**config.mk**
```make
export PLATFORM = sky130hd
export DESIGN_NAME = arm_target_arbiter
export DESIGN_NICKNAME = d
export VERILOG_FILES = /design/src/rtl/arm_target_arbiter.sv
export SDC_FILE = /design/constraint.sdc
export NUM_CORES = 1
export LEC_CHECK = 0
export CORE_UTILIZATION = 64
export DETAILED_ROUTE_END_ITERATION = 6
export DONT_BUFFER_PORTS = 1
export PLACE_DENSITY = 0.8
export SLEW_MARGIN = 10
export SYNTH_ARGS = -nofsm -noshare
export SYNTH_HDL_FRONTEND = slang
export SYNTH_SLANG_ARGS = --single-unit
export TNS_END_PERCENT = 20
```
**constraint.sdc**
```tcl
create_clock -name clk -period 3.97 [get_ports clk]
set_input_delay 0.794 -clock clk [delete_from_list [all_inputs] [get_ports clk]]
set_output_delay 0.794 -clock clk [all_outputs]
set_load 0.03 [all_outputs]
```
**src/rtl/arm_target_arbiter.sv**
```systemverilog
// arm_target_arbiter
// Fixed-priority arbiter over NUM_SRC coordinate sources. It registers the
// winning (x,y) request, slews the committed target toward it one unit per
// tick per axis, and owns servo-enable timing with a post-move hold window.
// Optional build macro: ARM_TARGET_CLAMP_EN saturates requests to
// X_MAX/Y_MAX and pulses range_err; without it range_err is tied low.
module arm_target_arbiter #(
    parameter int                   NUM_SRC       = 2,
    parameter int                   COORD_W       = 8,
    parameter int                   SLEW_DIV      = 1000000,
    parameter int                   HOLD_CYCLES   = 140000000,
    parameter int                   HOME_X        = 2,
    parameter int                   HOME_Y        = 2,
    parameter logic [NUM_SRC-1:0]   FORCE_EN_MASK = 2'b10,
    parameter int                   X_MAX         = 255,
    parameter int                   Y_MAX         = 255
) (
    input  logic                                clk,
    input  logic                                reset,
    input  logic [NUM_SRC-1:0]                  src_valid,
    input  logic [NUM_SRC*COORD_W-1:0]          src_x,
    input  logic [NUM_SRC*COORD_W-1:0]          src_y,
    output logic [COORD_W-1:0]                  req_x,
    output logic [COORD_W-1:0]                  req_y,
    output logic [COORD_W-1:0]                  tgt_x,
    output logic [COORD_W-1:0]                  tgt_y,
    output logic [$clog2(NUM_SRC):0]            grant,
    output logic                                servo_en,
    output logic                                moving,
    output logic                                range_err
);

    localparam int GRANT_W = $clog2(NUM_SRC) + 1;
    localparam int TICK_W  = (SLEW_DIV > 1) ? $clog2(SLEW_DIV) : 1;
    localparam int HOLD_W  = (HOLD_CYCLES > 1) ? $clog2(HOLD_CYCLES) : 1;

    localparam logic [GRANT_W-1:0] GRANT_NONE = '1;
    localparam logic [COORD_W-1:0] HOME_X_C   = COORD_W'(HOME_X);
    localparam logic [COORD_W-1:0] HOME_Y_C   = COORD_W'(HOME_Y);
    localparam logic [TICK_W-1:0]  TICK_LAST  = TICK_W'(SLEW_DIV - 1);
    localparam logic [HOLD_W-1:0]  HOLD_LOAD  = HOLD_W'(HOLD_CYCLES - 1);

    // Elaboration-time guards on parameters that would break the counters
    // or the clamp limits.
    generate
        if (SLEW_DIV < 1) begin : g_bad_slew
            $error("arm_target_arbiter: SLEW_DIV must be >= 1");
        end
        if (HOLD_CYCLES < 1) begin : g_bad_hold
            $error("arm_target_arbiter: HOLD_CYCLES must be >= 1");
        end
        if (X_MAX < 0 || Y_MAX < 0) begin : g_bad_max
            $error("arm_target_arbiter: X_MAX/Y_MAX must be non-negative");
        end
    endgenerate

    typedef enum logic [1:0] {
        ST_IDLE = 2'd0,
        ST_MOVE = 2'd1,
        ST_HOLD = 2'd2
    } state_t;

    // ------------------------------------------------------------------
    // Registers
    // ------------------------------------------------------------------
    state_t                 r_state;
    logic [HOLD_W-1:0]      r_hold_cnt;
    logic [TICK_W-1:0]      r_tick_cnt;
    logic [COORD_W-1:0]     r_req_x;
    logic [COORD_W-1:0]     r_req_y;
    logic [COORD_W-1:0]     r_tgt_x;
    logic [COORD_W-1:0]     r_tgt_y;
    logic [GRANT_W-1:0]     r_grant;
    logic                   r_servo_en;
    logic                   r_moving;

    // ------------------------------------------------------------------
    // Combinational nets
    // ------------------------------------------------------------------
    logic [COORD_W-1:0]     w_src_x [NUM_SRC];
    logic [COORD_W-1:0]     w_src_y [NUM_SRC];
    logic [COORD_W-1:0]     w_arb_x;
    logic [COORD_W-1:0]     w_arb_y;
    logic [GRANT_W-1:0]     w_grant_next;
    logic [COORD_W-1:0]     w_req_x_next;
    logic [COORD_W-1:0]     w_req_y_next;
    logic                   w_tick;
    logic [COORD_W-1:0]     w_tgt_x_next;
    logic [COORD_W-1:0]     w_tgt_y_next;
    logic                   w_settled;
    state_t                 w_state_next;
    logic [HOLD_W-1:0]      w_hold_next;
    logic                   w_force;
    logic                   w_servo_en_next;
    logic                   w_moving_next;

    // Unpack the flat source buses into per-source coordinates.
    generate
        for (genvar gi = 0; gi < NUM_SRC; gi++) begin : g_unpack
            assign w_src_x[gi] = src_x[gi*COORD_W +: COORD_W];
            assign w_src_y[gi] = src_y[gi*COORD_W +: COORD_W];
        end
    endgenerate

    // Fixed priority: scanning from the top index down lets the lowest
    // valid index overwrite everything above it, so index 0 wins.
    always_comb begin
        w_arb_x      = HOME_X_C;
        w_arb_y      = HOME_Y_C;
        w_grant_next = GRANT_NONE;
        for (int i = NUM_SRC - 1; i >= 0; i--) begin
            if (src_valid[i]) begin
                w_arb_x      = w_src_x[i];
                w_arb_y      = w_src_y[i];
                w_grant_next = GRANT_W'(i);
            end
        end
    end

`ifdef ARM_TARGET_CLAMP_EN
    localparam logic [COORD_W-1:0] X_MAX_C = COORD_W'(X_MAX);
    localparam logic [COORD_W-1:0] Y_MAX_C = COORD_W'(Y_MAX);

    logic w_clamp;
    logic r_clamp_last;
    logic r_range_err;

    // Saturate the arbitrated request to the reachable workspace.
    always_comb begin
        w_req_x_next = w_arb_x;
        w_req_y_next = w_arb_y;
        w_clamp      = 1'b0;
        if (w_arb_x > X_MAX_C) begin
            w_req_x_next = X_MAX_C;
            w_clamp      = 1'b1;
        end
        if (w_arb_y > Y_MAX_C) begin
            w_req_y_next = Y_MAX_C;
            w_clamp      = 1'b1;
        end
    end

    // range_err marks the start of a saturation episode: one cycle high on
    // the edge the clamped request is first registered, not every cycle a
    // held out-of-range request stays present.
    always_ff @(posedge clk) begin
        if (reset) begin
            r_clamp_last <= 1'b0;
            r_range_err  <= 1'b0;
        end else begin
            r_clamp_last <= w_clamp;
            r_range_err  <= w_clamp & ~r_clamp_last;
        end
    end

    assign range_err = r_range_err;
`else
    assign w_req_x_next = w_arb_x;
    assign w_req_y_next = w_arb_y;
    assign range_err    = 1'b0;
`endif

    // Slew tick: free-running divider, pulses on the last count.
    assign w_tick = (r_tick_cnt == TICK_LAST);

    // Tick divider, runs in every FSM state.
    always_ff @(posedge clk) begin
        if (reset) begin
            r_tick_cnt <= '0;
        end else if (w_tick) begin
            r_tick_cnt <= '0;
        end else begin
            r_tick_cnt <= r_tick_cnt + 1'b1;
        end
    end

    // One-unit step per axis toward the registered request. Comparing
    // before stepping means the target can never cross or wrap past req.
    always_comb begin
        w_tgt_x_next = r_tgt_x;
        w_tgt_y_next = r_tgt_y;
        if (w_tick) begin
            if (r_tgt_x < r_req_x) begin
                w_tgt_x_next = r_tgt_x + 1'b1;
            end else if (r_tgt_x > r_req_x) begin
                w_tgt_x_next = r_tgt_x - 1'b1;
            end
            if (r_tgt_y < r_req_y) begin
                w_tgt_y_next = r_tgt_y + 1'b1;
            end else if (r_tgt_y > r_req_y) begin
                w_tgt_y_next = r_tgt_y - 1'b1;
            end
        end
    end

    // The FSM looks at next-cycle req/tgt so the registered state always
    // agrees with the registered coordinates it is presented alongside.
    assign w_settled = (w_tgt_x_next == w_req_x_next) &&
                       (w_tgt_y_next == w_req_y_next);

    // A granted source flagged in FORCE_EN_MASK keeps the servos powered.
    always_comb begin
        w_force = 1'b0;
        for (int i = 0; i < NUM_SRC; i++) begin
            if ((w_grant_next == GRANT_W'(i)) && FORCE_EN_MASK[i]) begin
                w_force = 1'b1;
            end
        end
    end

    // Next-state and registered-output decode for the servo-enable FSM.
    always_comb begin
        w_state_next = r_state;
        w_hold_next  = r_hold_cnt;
        case (r_state)
            ST_IDLE: begin
                w_hold_next = '0;
                if (!w_settled) begin
                    w_state_next = ST_MOVE;
                end
            end
            ST_MOVE: begin
                w_hold_next = '0;
                if (w_settled) begin
                    w_state_next = ST_HOLD;
                    w_hold_next  = HOLD_LOAD;
                end
            end
            ST_HOLD: begin
                if (!w_settled) begin
                    w_state_next = ST_MOVE;
                    w_hold_next  = '0;
                end else if (r_hold_cnt == '0) begin
                    w_state_next = ST_IDLE;
                end else begin
                    w_hold_next = r_hold_cnt - 1'b1;
                end
            end
            default: begin
                w_state_next = ST_IDLE;
                w_hold_next  = '0;
            end
        endcase
        w_servo_en_next = (w_state_next != ST_IDLE) | w_force;
        w_moving_next   = (w_state_next == ST_MOVE);
    end

    // All datapath and FSM state; reset snaps the target home with no slew.
    always_ff @(posedge clk) begin
        if (reset) begin
            r_state    <= ST_IDLE;
            r_hold_cnt <= '0;
            r_req_x    <= HOME_X_C;
            r_req_y    <= HOME_Y_C;
            r_tgt_x    <= HOME_X_C;
            r_tgt_y    <= HOME_Y_C;
            r_grant    <= GRANT_NONE;
            r_servo_en <= 1'b0;
            r_moving   <= 1'b0;
        end else begin
            r_state    <= w_state_next;
            r_hold_cnt <= w_hold_next;
            r_req_x    <= w_req_x_next;
            r_req_y    <= w_req_y_next;
            r_tgt_x    <= w_tgt_x_next;
            r_tgt_y    <= w_tgt_y_next;
            r_grant    <= w_grant_next;
            r_servo_en <= w_servo_en_next;
            r_moving   <= w_moving_next;
        end
    end

    assign req_x    = r_req_x;
    assign req_y    = r_req_y;
    assign tgt_x    = r_tgt_x;
    assign tgt_y    = r_tgt_y;
    assign grant    = r_grant;
    assign servo_en = r_servo_en;
    assign moving   = r_moving;

endmodule
```
==> impl_metrics.py <==
metrics = {
    "global_routing": {
        "antenna_found_initial": 0,
        "grt_max_degree": 41,
        "grt_pass1_wl_um": 21100,
        "overflow": 0,
        "grt_usage": 0.308,
        "grt_pass1_vias": 4569,
    },
    "finish": {
        "final_common_cell": "nor2_1",
        "nets": 724,
        "drive_gt1_frac": 0.121,
        "final_cell_mix": "nor2_1 (90), dfxtp_1 (86), nor3_1 (37), buf_4 (37), xor2_1 (34)",
        "syn_to_final_growth_pct": 10.1,
        "n_antenna_cell": 0,
    },
    "yosys": {
        "ys_seq_elements": 86,
        "synthFlopType": "dfxtp_1",
        "seq_area_frac_synth": 0.318,
        "postSynthNetCount": 702,
        "synth_cells": 640,
        "syn_area_per_cell_um2": 8.47,
        "synth.largest_area_cell": "dfxtp_1",
        "synth_area_mm2": 0.00542,
        "synth_compound_area_frac": 0.126,
        "yosys_warnings": 0,
        "yosys.cell_types.count": 69,
        "synth_mux_area_frac": 0.0115,
        "synthAdderAreaFrac": 0.0600,
        "synth_top_cell_area_share": 0.318,
        "netlist_top_cells_area": "dfxtp_1 (32%), nor2_1 (6.2%), ha_1 (6.0%), xor2_1 (5.5%), xnor2_1 (4.2%)",
        "synth_edf_count": 0,
        "async_reset_ff_frac": 0,
        "synth-xor-area-share": 0.126,
        "synth_top_family_by_area": "simple AND/OR/NAND/NOR gates",
        "synth-simple-area-share": 0.317,
    },
    "timing": {
        "setup-tns-final_ns": 0,
        "finalClockSkew_ns": 0.0171,
        "setup_slack_ns": 0.264,
        "worst_pin_slew_ns": 0.742,
        "rsz0062_at_grt": "false",
        "hold_violations": 0,
        "post-route-period-util": 0.933,
        "min_period_ns": 3.71,
        "setup_viol": 0,
        "max_freq_mhz": 270,
        "slew_viol_final": 0,
        "max_slew_margin": 0.505,
    },
    "clock_network": {
        "postCtsHoldBufs": 0,
        "cts_made_buffers": 9,
        "cts.htree.levels": 3,
        "clock-sinks": 86,
        "root_buffer": "clkbuf_8",
        "insertion_delay_ns": 0.37,
        "cts_tree": "yes",
        "path_clk_slew_ns": 0.09,
        "cts_max_path_buffers": 2,
    },
    "critical_path": {
        "endpoint": "r_hold_cnt[20]$_SDFFE_PP0P_",
        "startpoint_type": "flip-flop",
        "path_delay_family": "simple AND/OR/NAND/NOR gates",
        "crit_arrival_ns": 3.97,
        "cp_slowest_cell": "or2_2",
        "setup.worst_path.start": "r_tick_cnt[0]$_SDFF_PP0_",
        "ff2ff_path_depth": 10,
        "cp_num_cells": 10,
        "r2r_slack_ns": 0.26,
        "reg2reg_from": "r_tick_cnt[0]$_SDFF_PP0_",
        "cp_num_buf_inv": 0,
        "crit_required_ns": 4.23,
        "worstSetupEndpointType": "flip-flop",
        "reg2reg_to": "r_hold_cnt[20]$_SDFFE_PP0P_",
        "crit_chain": "ha_1 > and4_1 > nand4_2 > or2_2 > or3_4 > and3b_4 > nor4b_4 > and4bb_1 > nand4_4 > nor4b_1",
        "critPathKind": "flip-flop to flip-flop",
        "max_stage_delay_ns": 0.48,
        "cp_max_fo": 15,
    },
    "power": {
        "cellPowerDensity_mw_per_mm2": 303,
        "irDropWorstVdd_uv": 202,
        "p_leak_nw": 2.51,
    },
    "drt": {
        "drt-vias-per-instance": 6.29,
        "drt_iter0_markers": 288,
        "dr.pass1.iters": 5,
        "wl_um": 13300,
        "routedWlPerCell_um": 17.2,
        "drc": 0,
        "vias": 4854,
        "ant_nets": 0,
    },
    "die": {
        "die_area_mm2": 0.00884,
        "ios": 73,
        "core_area_mm2": 0.00822,
        "core.rowCount": 33,
        "start_util": 0.659,
        "fp.dieW_um": 94.0,
        "die_h_um": 94.0,
    },
    "run_status": {
        "run_status": "complete, no violations",
    },
    "placed_design": {
        "dpl_worst_slack_ns": 0.178,
        "io_buffers": 0,
        "hpwl_um": 9870,
        "place_congestion": 0.973,
    },
    "flow_run": {
        "drv_cap": 0,
    },
    "min_path": {
        "hold_path_class": "flip-flop to flip-flop",
    },
}
==> logic make-up (layout without fill, tap and decap cells) <==
group	count (synthesis)	after routing
buffers and inverters	55	81
multiplexers	6	6
AO/OA/AOI/OAI	100	100
AND/OR/NAND/NOR	299	300
adder cells (fa/ha/maj)	26	26
other	1	1
XOR/XNOR	67	67
flip-flops	86	86
==> power breakdown <==
group	switching, mW	leakage (nW)	total, mW	internal, mW
Combinational	0.150	1.71	0.240	0.0897
Sequential	0.0302	0.698	0.913	0.883
Clock	0.327	0.0992	0.655	0.328
==> final cells by class <==
cell class	instances	area (um2)
fillers	634	2250
clock buffers	12	155
repair buffers	38	298
clock inverters	4	53.8
inverters	27	101
well taps	105	131
flip-flops and latches	86	1720
multi-input cells	500	3510
==> timing repair <==
action,4_1_cts,5_1_grt
endpoints found under the hold margin,0,0
resized for setup,0,3
setup endpoints to repair,0,16
setup buffers,0,1
==> layer usage <==
layer	GRT usage	vias up	part of all wire	wire [um]
li1	-	2347	-	-
met1	0.370	2265	0.41	5510
met4	0.168	0	0.043	566
met3	0.0599	51	0.067	885
met2	0.513	191	0.48	6340
met5	0	-	0	0
==> cells in the mapped netlist (all sizes together) (9+ instances only) <==
master	count
o21ai	17
and3	9
inv	27
nor2	90
a21oi	22
a22oi	15
xnor2	26
xor2	34
or3	17
nand4	13
nand2b	14
nand2	29
nor4	13
nor4b	17
nand3	23
clkbuf	24
ha	26
dfxtp	86
nor3	37
==> worst min-delay path by stage <==
stage | start | endpoint | slack (ns) | depth (start not counted)
floorplan | r_tick_cnt[0]$_SDFF_PP0_ | r_tick_cnt[0]$_SDFF_PP0_ | 0.43 | 1
global placement | r_tick_cnt[0]$_SDFF_PP0_ | r_tick_cnt[0]$_SDFF_PP0_ | 0.44 | 1
detailed placement | r_tick_cnt[0]$_SDFF_PP0_ | r_tick_cnt[0]$_SDFF_PP0_ | 0.46 | 1
CTS | r_tick_cnt[0]$_SDFF_PP0_ | r_tick_cnt[0]$_SDFF_PP0_ | 0.48 | 1
global route | reset | req_y[3]$_SDFF_PP0_ | 0.48 | 1
finish | r_tick_cnt[0]$_SDFF_PP0_ | r_tick_cnt[0]$_SDFF_PP0_ | 0.48 | 1
==> stage by stage <==
stage	hold WS (ns)	utilization	cell area [um2]	std cells	total power, mW
6_report	0.481	0.726	5970	772	1.81
5_1_grt	0.480	0.726	5970	772	1.87
4_1_cts	0.480	0.720	5920	770	1.80
3_5_place_dp	0.459	0.695	5710	754	1.17
3_3_place_gp	0.442	0.695	5710	754	1.16
2_1_floorplan	0.430	-	5420	640	1.11
==> registers in the layout, indices dropped and copies added (netlist names) <==
| name | count |
|---|---|
| r_state | 2 |
| moving | 1 |
| tgt_x | 8 |
| servo_en | 1 |
| req_y | 8 |
| tgt_y | 8 |
| grant | 2 |
| r_hold_cnt | 28 |
| req_x | 8 |
| r_tick_cnt | 20 |
No activity file was read; power rests on OpenSTA's default activity.
